--- config.mk ---
export PLATFORM = sky130hd
export DESIGN_NAME = rx_valid_edge_sync
export DESIGN_NICKNAME = d
export VERILOG_FILES = /design/src/rtl/rx_valid_edge_sync.sv
export SDC_FILE = /design/constraint.sdc
export NUM_CORES = 1
export LEC_CHECK = 0
export ABC_AREA = 1
export CAP_MARGIN = 20
export CORE_AREA = 2 2 39 41
export CTS_CLUSTER_DIAMETER = 100
export CTS_CLUSTER_SIZE = 12
export DETAILED_ROUTE_END_ITERATION = 8
export DIE_AREA = 0 0 41 43
export PLACE_DENSITY = 0.5
export SETUP_SLACK_MARGIN = 0.15
export SLEW_MARGIN = 20
export SYNTH_ARGS = -nofsm -noshare
export SYNTH_HDL_FRONTEND = slang
export SYNTH_SLANG_ARGS = --single-unit
--- constraint.sdc ---
create_clock -name clk -period 1 [get_ports clk]
set_clock_uncertainty 0.15 [all_clocks]
set_input_delay 0.2 -clock clk [delete_from_list [all_inputs] [get_ports clk]]
set_output_delay 0.2 -clock clk [all_outputs]
set_load 0.02 [all_outputs]
--- src/rtl/rx_valid_edge_sync.sv ---
// Multi-channel receive-valid edge detector: optional synchroniser, glitch filter,
// single-cycle event pulse and a sticky pending/overrun handshake per channel.
module rx_valid_edge_sync #(
  parameter int CHANNELS    = 1,
  parameter int SYNC_STAGES = 2,
  parameter int FILTER_LEN  = 1,
  parameter int EDGE_MODE   = 0
) (
  input  logic                clk,
  input  logic                reset,
  input  logic [CHANNELS-1:0] valid_reg,
  input  logic [CHANNELS-1:0] ack,
  output logic [CHANNELS-1:0] Rx_valid,
  output logic [CHANNELS-1:0] pending,
  output logic [CHANNELS-1:0] overrun,
  output logic [CHANNELS-1:0] level
);

  localparam int CNT_W = $clog2(FILTER_LEN) + 1;
  localparam logic [CNT_W-1:0] CNT_MAX = CNT_W'(FILTER_LEN - 1);
  // Mode 3 is not a legal selection and behaves as rising-edge only.
  localparam int MODE = (EDGE_MODE == 1 || EDGE_MODE == 2) ? EDGE_MODE : 0;

  localparam logic [0:0] IDLE   = 1'b0;
  localparam logic [0:0] ACTIVE = 1'b1;

  for (genvar g = 0; g < CHANNELS; g++) begin : g_ch
    logic             w_s;
    logic [0:0]       r_state;
    logic [CNT_W-1:0] r_cnt;
    logic             r_rx;
    logic             r_pend;
    logic             r_ovr;
    logic             w_flip;
    logic             w_rise;
    logic             w_fall;
    logic             w_event;

    if (SYNC_STAGES == 0) begin : g_nosync
      assign w_s = valid_reg[g];
    end else begin : g_sync
      logic [SYNC_STAGES-1:0] r_sync;

      always_ff @(posedge clk or negedge reset) begin
        if (!reset) begin
          r_sync <= '0;
        end else begin
          r_sync <= (r_sync << 1) | SYNC_STAGES'(valid_reg[g]);
        end
      end

      assign w_s = r_sync[SYNC_STAGES-1];
    end

    // The filtered level flips only once the disagreement has lasted FILTER_LEN edges.
    assign w_flip  = (w_s != r_state[0]) && (r_cnt == CNT_MAX);
    assign w_rise  = w_flip && (r_state == IDLE);
    assign w_fall  = w_flip && (r_state == ACTIVE);
    assign w_event = (MODE == 2) ? w_flip :
                     (MODE == 1) ? w_fall : w_rise;

    always_ff @(posedge clk or negedge reset) begin
      if (!reset) begin
        r_state <= IDLE;
        r_cnt   <= '0;
        r_rx    <= 1'b0;
        r_pend  <= 1'b0;
        r_ovr   <= 1'b0;
      end else begin
        if (w_s == r_state[0]) begin
          r_cnt <= '0;
        end else if (r_cnt == CNT_MAX) begin
          r_cnt   <= '0;
          r_state <= w_s ? ACTIVE : IDLE;
        end else begin
          r_cnt <= r_cnt + CNT_W'(1);
        end

        r_rx <= w_event;

        // A new event outranks a same-cycle ack: the acked event is consumed, the new one is held.
        if (w_event && r_pend && !ack[g]) begin
          r_ovr <= 1'b1;
        end else if (w_event) begin
          r_pend <= 1'b1;
        end else if (ack[g]) begin
          r_pend <= 1'b0;
          r_ovr  <= 1'b0;
        end
      end
    end

    assign Rx_valid[g] = r_rx;
    assign pending[g]  = r_pend;
    assign overrun[g]  = r_ovr;
    assign level[g]    = r_state[0];
  end

endmodule

==> impl_results.html, run 1 <==
<table>
<tr><th>Metric</th><th>Value</th></tr>
<tr><th colspan="2">Run status</th></tr>
<tr><td>Run status</td><td>complete, but fails checks</td></tr>
<tr><td>Violations in the final reports</td><td>setup timing</td></tr>
<tr><th colspan="2">Synthesis</th></tr>
<tr><td>Mapped Cells</td><td>17</td></tr>
<tr><td>Number of synthesized register bits</td><td>6</td></tr>
<tr><td>Largest area contributor in the synthesized netlist</td><td>sky130_fd_sc_hd__dfrtp_1</td></tr>
<tr><td>YS warnings</td><td>0</td></tr>
<tr><td>Xor and xnor fraction of the mapped netlist area</td><td>0%</td></tr>
<tr><td>Post-synthesis instance area</td><td>216 um^2</td></tr>
<tr><td>Main combinational cell family by area after synthesis</td><td>adder cells</td></tr>
<tr><td>Multiplexer share of the synthesized area</td><td>0%</td></tr>
<tr><td>Post-synth top area share</td><td>69.4%</td></tr>
<tr><td>Number of distinct library cells after synthesis</td><td>9</td></tr>
<tr><td>Per-instance average area after synthesis</td><td>12.7 um^2</td></tr>
<tr><td>Synth Area in Simple Gates</td><td>5.78%</td></tr>
<tr><td>Post-synth net total</td><td>23</td></tr>
<tr><td>Area contributors post-synth</td><td>sky130_fd_sc_hd__dfrtp_1 (69%), sky130_fd_sc_hd__ha_1 (12%), sky130_fd_sc_hd__a21o_1 (3.5%)</td></tr>
<tr><td>Sequential fraction of the synthesis area</td><td>69.4%</td></tr>
<tr><td>Arithmetic-cell share of the synthesized area counting full adders, half adders and majority gates</td><td>11.6%</td></tr>
<tr><td>Compound-gate portion of the synthesized area</td><td>8.09%</td></tr>
<tr><th colspan="2">Detailed routing</th></tr>
<tr><td>DRC violations left</td><td>0</td></tr>
<tr><td>Vias per cell</td><td>3.51</td></tr>
<tr><td>Per-cell routed wire length</td><td>8.83 um</td></tr>
<tr><td>Number of iterations in the first detailed-routing pass</td><td>1</td></tr>
<tr><td>Wire length after detailed routing</td><td>415 um</td></tr>
<tr><td>DRT antenna net count</td><td>0</td></tr>
<tr><td>Count of routing violations after the opening detailed-route iteration</td><td>0</td></tr>
<tr><td>Via count</td><td>165</td></tr>
<tr><th colspan="2">CTS</th></tr>
<tr><td>Number of clock sinks</td><td>6</td></tr>
<tr><td>Max Buffers Root-to-Sink</td><td>2</td></tr>
<tr><td>Number of buffers added by the clock tree synthesis step</td><td>3</td></tr>
<tr><td>Master cell of the clock root buffer</td><td>sky130_fd_sc_hd__clkbuf_4</td></tr>
<tr><td>Clock network latency to the later pin of the worst-skew pair</td><td>240 ps</td></tr>
<tr><td>Maximum level of the CTS H-tree</td><td>1</td></tr>
<tr><td>CTS tree</td><td>built</td></tr>
<tr><td>Clock input transition at the sequential cells of the worst setup and hold paths</td><td>50 ps</td></tr>
<tr><th colspan="2">Die</th></tr>
<tr><td>Floorplan core area</td><td>1380 um^2</td></tr>
<tr><td>Count of standard-cell rows</td><td>14</td></tr>
<tr><td>Effective utilization at floorplan</td><td>15.6%</td></tr>
<tr><td>Die height</td><td>43 um</td></tr>
<tr><td>Horiz. Die Dim</td><td>41 um</td></tr>
<tr><td>Num ports</td><td>8</td></tr>
<tr><td>Die area</td><td>1760 um^2</td></tr>
<tr><th colspan="2">Power</th></tr>
<tr><td>Switching power total</td><td>322 uW</td></tr>
<tr><td>Cell Pwr Density</td><td>2630 nW/um^2</td></tr>
<tr><td>Maximum resistive drop on vdd</td><td>916 uV</td></tr>
<tr><td>Standby leakage power</td><td>0.181 nW</td></tr>
<tr><td>Cell internal power dissipation</td><td>700 uW</td></tr>
<tr><td>Proportion of power drawn by flip-flops and latches</td><td>34.0%</td></tr>
<tr><td>Logic pwr share</td><td>42.8%</td></tr>
<tr><td>Switching part of the total power</td><td>31.5%</td></tr>
<tr><td>Clk network pwr share</td><td>23.2%</td></tr>
<tr><th colspan="2">Critical path</th></tr>
<tr><td>CP Class</td><td>flip-flop to output pin</td></tr>
<tr><td>Worst setup endpoint</td><td>level</td></tr>
<tr><td>WP buf/inv</td><td>1</td></tr>
<tr><td>Cell family with most CP delay</td><td>flip-flops</td></tr>
<tr><td>Slowest cell on the critical path</td><td>sky130_fd_sc_hd__dfrtp_2</td></tr>
<tr><td>Crit path largest cell delay</td><td>410 ps</td></tr>
<tr><td>Largest fanout on the critical path</td><td>2</td></tr>
<tr><td>Type of element launching the critical path</td><td>flip-flop</td></tr>
<tr><td>Setup slack, reg-to-reg</td><td>-100 ps</td></tr>
<tr><td>Logic depth of the worst path, buffers included</td><td>1</td></tr>
<tr><td>Arrival time of data at the critical path endpoint</td><td>780 ps</td></tr>
<tr><td>Reg-to-Reg End</td><td>level</td></tr>
<tr><td>Endpoint kind of the worst setup timing path</td><td>output pin</td></tr>
<tr><td>Reg-to-reg critical path startpoint</td><td>level</td></tr>
<tr><td>Worst Reg2Reg Path Length in Cells</td><td>4</td></tr>
<tr><td>Critical Path, Cell by Cell</td><td>buf_6</td></tr>
<tr><td>Source of the critical timing path</td><td>level</td></tr>
<tr><td>Required time at the endpoint of the critical path</td><td>650 ps</td></tr>
<tr><th colspan="2">STA</th></tr>
<tr><td>Headroom to the max-slew limit</td><td>81.7%</td></tr>
<tr><td>Max-slew violations</td><td>0</td></tr>
<tr><td>Setup ws final</td><td>-131 ps</td></tr>
<tr><td>Pin slew with the least headroom to its limit</td><td>274 ps</td></tr>
<tr><td>Final worst path period need</td><td>1130 ps</td></tr>
<tr><td>Unrepaired setup endpoints after global routing</td><td>yes</td></tr>
<tr><td>Fin crit share</td><td>113%</td></tr>
<tr><td>Highest achievable clock rate</td><td>0.884 GHz</td></tr>
<tr><td>Number of endpoints with negative hold slack in the final report</td><td>0</td></tr>
<tr><td>Total setup violations reported at the end of the flow</td><td>7</td></tr>
<tr><td>Worst-case hold slack</td><td>46.3 ps</td></tr>
<tr><th colspan="2">Placed design</th></tr>
<tr><td>Buffers on Ports</td><td>7</td></tr>
<tr><td>Cell Area, Placed</td><td>328 um^2</td></tr>
<tr><td>RePlAce Congestion</td><td>0.537</td></tr>
<tr><td>Half-perimeter wire length after detailed placement</td><td>272 um</td></tr>
<tr><th colspan="2">Global route</th></tr>
<tr><td>Antenna violations before repair</td><td>0</td></tr>
<tr><td>Global routing usage summed across all routing layers</td><td>6.87%</td></tr>
<tr><td>Remaining global-route overflow</td><td>0</td></tr>
<tr><td>Via count of the first global-routing pass</td><td>195</td></tr>
<tr><td>Global-route wire length before repair</td><td>745 um</td></tr>
<tr><td>Pin count of the biggest net entering global routing</td><td>7</td></tr>
<tr><th colspan="2">Final layout</th></tr>
<tr><td>Area added between synthesis and finish</td><td>79.2%</td></tr>
<tr><td>Proportion of layout cells with a drive suffix above 1</td><td>54.8%</td></tr>
<tr><td>Commonest cells after routing, fill and taps aside</td><td>sky130_fd_sc_hd__dfrtp_1 (5), sky130_fd_sc_hd__buf_6 (5), sky130_fd_sc_hd__clkbuf_4 (3), sky130_fd_sc_hd__clkdlybuf4s50_1 (3)</td></tr>
<tr><td>Post-route cell area</td><td>388 um^2</td></tr>
<tr><td>Ant diodes</td><td>0</td></tr>
<tr><td>Number of nets in the layout</td><td>38</td></tr>
<tr><th colspan="2">Min path</th></tr>
<tr><td>Worst Hold Class</td><td>input pin to async pin</td></tr>
<tr><th colspan="2">Run</th></tr>
<tr><td>Max-cap check violation count</td><td>0</td></tr>
</table>
[synthesized netlist by cell type]
cell type / instances
sky130_fd_sc_hd__inv_1: 2
sky130_fd_sc_hd__nand3_1: 1
sky130_fd_sc_hd__o21ai_1: 1
sky130_fd_sc_hd__dfrtp_1: 6
sky130_fd_sc_hd__a21o_1: 1
sky130_fd_sc_hd__nor2_1: 2
sky130_fd_sc_hd__ha_1: 2
sky130_fd_sc_hd__inv_2: 1
sky130_fd_sc_hd__a21oi_1: 1
[repair_timing]
item,CTS,global route
hold buffers,0,0
gates resized for setup,27,1
setup endpoints to repair,8,8
pin swaps,1,0
buffers inserted,2,0
[power groups by stage]
stage | clock network [mW] | logic, mW | registers, mW
final | 0.237 | 0.438 | 0.347
after detailed placement | 0 | 0.363 | 0.340
after global routing | 0.275 | 0.482 | 0.352
after floorplan | 0 | 0.113 | 0.416
after CTS | 0.248 | 0.439 | 0.347
after global placement | 0 | 0.352 | 0.338
[sequential cells by signal, summed over array words and instances (netlist names)]
name	count
Rx_valid	1
g_ch.g_sync.r_sync	2
pending	1
level	1
overrun	1
[through the flow]
| stage | util [%] | TNS [ps] | instances | power (mW) | setup WS (ps) |
|---|---|---|---|---|---|
| final | 28.0 | -562 | 47 | 1.02 | -131 |
| after global routing | 28.0 | -820 | 47 | 1.11 | -161 |
| after CTS | 27.8 | -624 | 47 | 1.03 | -144 |
| after detailed placement | 23.7 | -1460 | 41 | 0.703 | -291 |
| after global placement | 23.7 | -1400 | 41 | 0.690 | -288 |
| after floorplan | - | -232 | 17 | 0.529 | -119 |
[per-layer routing]
layer / routed length (um) / GRT usage, % / vias up / part of all wire, %
met5: 0 / 0 / - / 0
met4: 0 / 4.00 / 0 / 0
met3: 64 / 6.28 / 0 / 15
met2: 209 / 10.6 / 10 / 50
met1: 141 / 5.25 / 75 / 34
li1: - / - / 80 / -
[cells by family after synthesis]
kind of cell,Yosys count
flip-flops,6
AO/OA/AOI/OAI,3
buffers and inverters,3
AND/OR/NAND/NOR,3
adder cells (fa/ha/maj),2
[area by class of cell]
| cell class | count | area, um^2 |
|---|---|---|
| fill | 146 | 996 |
| sequential | 6 | 151 |
| timing repair buffer | 10 | 101 |
| tap | 16 | 20.0 |
| clock buffer | 4 | 26.3 |
| multi-input combinational | 8 | 77.6 |
| inverter | 3 | 11.3 |
[worst min-delay path by stage]
stage                                   from                        to  slack [ps]
floorplan                              reset                  Rx_valid        -250
global placement    g_ch[0].g_sync.r_sync[0]  g_ch[0].g_sync.r_sync[1]         190
detailed placement  g_ch[0].g_sync.r_sync[0]  g_ch[0].g_sync.r_sync[1]         190
CTS                                    reset  g_ch[0].g_sync.r_sync[1]          40
global route                           reset  g_ch[0].g_sync.r_sync[0]          50
finish                                 reset  g_ch[0].g_sync.r_sync[0]          50
Note: power is estimated with default switching activity, not from simulation.
==> run 2, diff against run 1 <==
--- a/config.mk
+++ b/config.mk
@@ -12,6 +12,7 @@
 export CTS_CLUSTER_SIZE = 12
 export DETAILED_ROUTE_END_ITERATION = 8
 export DIE_AREA = 0 0 41 43
+export HOLD_SLACK_MARGIN = 0.08
 export PLACE_DENSITY = 0.5
 export SETUP_SLACK_MARGIN = 0.15
 export SLEW_MARGIN = 20
==> results of run 2 <==
The final DEF is identical to that of run 1; final timing and power are the same.
==> run 3, diff against run 2 <==
--- a/config.mk
+++ b/config.mk
@@ -7,11 +7,11 @@
 export LEC_CHECK = 0
 export ABC_AREA = 1
 export CAP_MARGIN = 20
-export CORE_AREA = 2 2 39 41
+export CORE_AREA = 5 5 42 44
 export CTS_CLUSTER_DIAMETER = 100
 export CTS_CLUSTER_SIZE = 12
 export DETAILED_ROUTE_END_ITERATION = 8
-export DIE_AREA = 0 0 41 43
+export DIE_AREA = 0 0 47 49
 export HOLD_SLACK_MARGIN = 0.08
 export PLACE_DENSITY = 0.5
 export SETUP_SLACK_MARGIN = 0.15
==> constraint.sdc (replaced) <==
create_clock -name clk -period 1 [get_ports clk]
set_clock_uncertainty 0.15 [all_clocks]
set_input_delay 0.1 -clock clk [delete_from_list [all_inputs] [get_ports clk]]
set_output_delay 0.1 -clock clk [all_outputs]
set_load 0.02 [all_outputs]
==> impl_results.html, run 3 (synthesized netlist as in run 1, its figures left out) <==
<table>
<tr><th>Metric</th><th>Value</th></tr>
<tr><th colspan="2">Final layout</th></tr>
<tr><td>Filler cell count in the final layout</td><td>163</td></tr>
<tr><td>Utilization after layout</td><td>27.9%</td></tr>
<tr><td>Area added between synthesis and finish</td><td>80.3%</td></tr>
<tr><td>Ant diodes</td><td>0</td></tr>
<tr><td>Top reg by flops</td><td>g_ch.g_sync.r_sync</td></tr>
<tr><td>Commonest cells after routing, fill and taps aside</td><td>sky130_fd_sc_hd__dfrtp_1 (4), sky130_fd_sc_hd__buf_4 (4), sky130_fd_sc_hd__clkbuf_4 (3), sky130_fd_sc_hd__clkdlybuf4s50_1 (3), sky130_fd_sc_hd__buf_6 (3)</td></tr>
<tr><td>Final cell count without fillers</td><td>47</td></tr>
<tr><td>Max FFs per register</td><td>2</td></tr>
<tr><td>Number of nets in the layout</td><td>38</td></tr>
<tr><td>Proportion of layout cells with a drive suffix above 1</td><td>64.5%</td></tr>
<tr><th colspan="2">Placed design</th></tr>
<tr><td>Placed Cells</td><td>41</td></tr>
<tr><td>RePlAce Congestion</td><td>0.713</td></tr>
<tr><td>Buffers on Ports</td><td>7</td></tr>
<tr><th colspan="2">Critical path</th></tr>
<tr><td>WP buf/inv</td><td>1</td></tr>
<tr><td>Endpoint kind of the worst setup timing path</td><td>flip-flop</td></tr>
<tr><td>Reg-to-reg critical path startpoint</td><td>level</td></tr>
<tr><td>Setup slack, reg-to-reg</td><td>-90 ps</td></tr>
<tr><td>Crit path largest cell delay</td><td>420 ps</td></tr>
<tr><td>Slowest cell on the critical path</td><td>sky130_fd_sc_hd__dfrtp_2</td></tr>
<tr><td>CP Class</td><td>flip-flop to flip-flop</td></tr>
<tr><td>Worst Reg2Reg Path Length in Cells</td><td>4</td></tr>
<tr><td>Arrival time of data at the critical path endpoint</td><td>1080 ps</td></tr>
<tr><td>Type of element launching the critical path</td><td>flip-flop</td></tr>
<tr><td>Reg-to-Reg End</td><td>level</td></tr>
<tr><td>Critical Path, Cell by Cell</td><td>inv_4 -&gt; ha_4 -&gt; nor2_2 -&gt; a21oi_2</td></tr>
<tr><td>Largest fanout on the critical path</td><td>3</td></tr>
<tr><td>Required time at the endpoint of the critical path</td><td>990 ps</td></tr>
<tr><td>Cell family with most CP delay</td><td>flip-flops</td></tr>
<tr><th colspan="2">STA</th></tr>
<tr><td>Setup ws final</td><td>-89.5 ps</td></tr>
<tr><td>Headroom to the max-slew limit</td><td>81.8%</td></tr>
<tr><td>Worst-case hold slack</td><td>-60.1 ps</td></tr>
<tr><td>Pin slew with the least headroom to its limit</td><td>272 ps</td></tr>
<tr><td>Highest achievable clock rate</td><td>0.918 GHz</td></tr>
<tr><td>Number of endpoints with negative hold slack in the final report</td><td>6</td></tr>
<tr><td>Fin crit share</td><td>109%</td></tr>
<tr><td>Unrepaired setup endpoints after global routing</td><td>yes</td></tr>
<tr><td>Accumulated negative setup slack</td><td>-226 ps</td></tr>
<tr><td>Final worst path period need</td><td>1090 ps</td></tr>
<tr><td>Max-slew violations</td><td>0</td></tr>
<tr><td>Total setup violations reported at the end of the flow</td><td>7</td></tr>
<tr><th colspan="2">CTS</th></tr>
<tr><td>Number of clock sinks</td><td>6</td></tr>
<tr><td>Master cell of the clock root buffer</td><td>sky130_fd_sc_hd__clkbuf_4</td></tr>
<tr><td>Clock input transition at the sequential cells of the worst setup and hold paths</td><td>50 ps</td></tr>
<tr><td>Number of buffers added by the clock tree synthesis step</td><td>3</td></tr>
<tr><td>Maximum level of the CTS H-tree</td><td>1</td></tr>
<tr><td>CTS tree</td><td>built</td></tr>
<tr><td>Clock network latency to the later pin of the worst-skew pair</td><td>250 ps</td></tr>
<tr><td>Max Buffers Root-to-Sink</td><td>2</td></tr>
<tr><th colspan="2">Global route</th></tr>
<tr><td>Pin count of the biggest net entering global routing</td><td>7</td></tr>
<tr><td>Via count of the first global-routing pass</td><td>185</td></tr>
<tr><td>Global-route wire length before repair</td><td>724 um</td></tr>
<tr><td>Remaining global-route overflow</td><td>0</td></tr>
<tr><td>Global routing usage summed across all routing layers</td><td>4.89%</td></tr>
<tr><td>Antenna violations before repair</td><td>0</td></tr>
<tr><th colspan="2">Power</th></tr>
<tr><td>Maximum resistive drop on vdd</td><td>962 uV</td></tr>
<tr><td>Standby leakage power</td><td>0.178 nW</td></tr>
<tr><td>Total Power Consumption</td><td>1.03 mW</td></tr>
<tr><td>Cell Pwr Density</td><td>2630 nW/um^2</td></tr>
<tr><th colspan="2">Detailed routing</th></tr>
<tr><td>Via count</td><td>173</td></tr>
<tr><td>Number of iterations in the first detailed-routing pass</td><td>1</td></tr>
<tr><td>DRT antenna net count</td><td>0</td></tr>
<tr><td>Wire length after detailed routing</td><td>471 um</td></tr>
<tr><td>Count of routing violations after the opening detailed-route iteration</td><td>0</td></tr>
<tr><td>DRC violations left</td><td>0</td></tr>
<tr><td>Per-cell routed wire length</td><td>10.0 um</td></tr>
<tr><td>Vias per cell</td><td>3.68</td></tr>
<tr><th colspan="2">Run</th></tr>
<tr><td>Max-cap check violation count</td><td>0</td></tr>
<tr><th colspan="2">Die</th></tr>
<tr><td>Die area</td><td>2300 um^2</td></tr>
<tr><td>Horiz. Die Dim</td><td>47 um</td></tr>
<tr><td>Count of standard-cell rows</td><td>14</td></tr>
<tr><td>Die height</td><td>49 um</td></tr>
<tr><td>Effective utilization at floorplan</td><td>15.4%</td></tr>
<tr><td>Floorplan core area</td><td>1400 um^2</td></tr>
<tr><td>Num ports</td><td>8</td></tr>
<tr><th colspan="2">Run status</th></tr>
<tr><td>Run status</td><td>complete, but fails checks</td></tr>
<tr><td>Violations in the final reports</td><td>hold timing, setup timing</td></tr>
<tr><th colspan="2">Min path</th></tr>
<tr><td>Worst Hold Class</td><td>input pin to async pin</td></tr>
</table>
[run 3: cell counts in the layout (fill, tap and decap cells not counted)]
Identical to the previous run, type by type.
[run 3: worst max path at each step]
stage                from     to  cells after the start  slack [ps]
floorplan           level  level                      4        -120
global placement    level  level                      1        -200
detailed placement  level  level                      1        -200
CTS                 level  level                      4         -90
global route        level  level                      4        -120
finish              level  level                      4         -90
[run 3: layer usage]
metal | part of all wire, % | GRT usage (%) | up-vias
li1 | - | - | 81
met1 | 42 | 5.37 | 84
met2 | 47 | 6.11 | 8
met3 | 11 | 3.32 | 0
met4 | 0 | 4.15 | 0
met5 | 0 | 0 | -
[run 3: cell type report]
class | instances | area (um^2) | share of cell area, %
Multi-Input combinational cell | 8 | 83.8 | 21.5
Timing Repair Buffer | 10 | 93.8 | 24.0
Inverter | 3 | 13.8 | 3.53
Tap cell | 16 | 20.0 | 5.13
Clock buffer | 4 | 26.3 | 6.73
Sequential cell | 6 | 153 | 39.1
[run 3: report_power, final]
group / switching (mW) / total, mW / leakage [nW] / internal (mW)
combinational: 0.204 / 0.428 / 0.0912 / 0.224
clock: 0.0929 / 0.244 / 0.0150 / 0.151
sequential: 0.0460 / 0.354 / 0.0718 / 0.308
[run 3: worst reg2reg max path: stages (launching register included)]
cell and delay, ps:
sky130_fd_sc_hd__dfrtp_2 420, sky130_fd_sc_hd__inv_4 80, sky130_fd_sc_hd__ha_4 210, sky130_fd_sc_hd__nor2_2 90, sky130_fd_sc_hd__a21oi_2 40
[run 3: through the flow]
step	hold slack, ps	cell area [um^2]	worst slack (ps)
3_3_place_gp	188	328	-197
4_1_cts	-54.9	360	-93.3
6_report	-60.1	390	-89.5
3_5_place_dp	191	328	-200
5_1_grt	-43.5	390	-118
2_1_floorplan	-346	230	-119
[run 3: repair_timing]
item                                    4_1_cts  5_1_grt
cloned                                        0        0
pin swaps                                     0        1
hold endpoints to repair                      6        6
buffers inserted                              1        1
endpoints found under the setup margin        8        8
gates resized for setup                      22        8
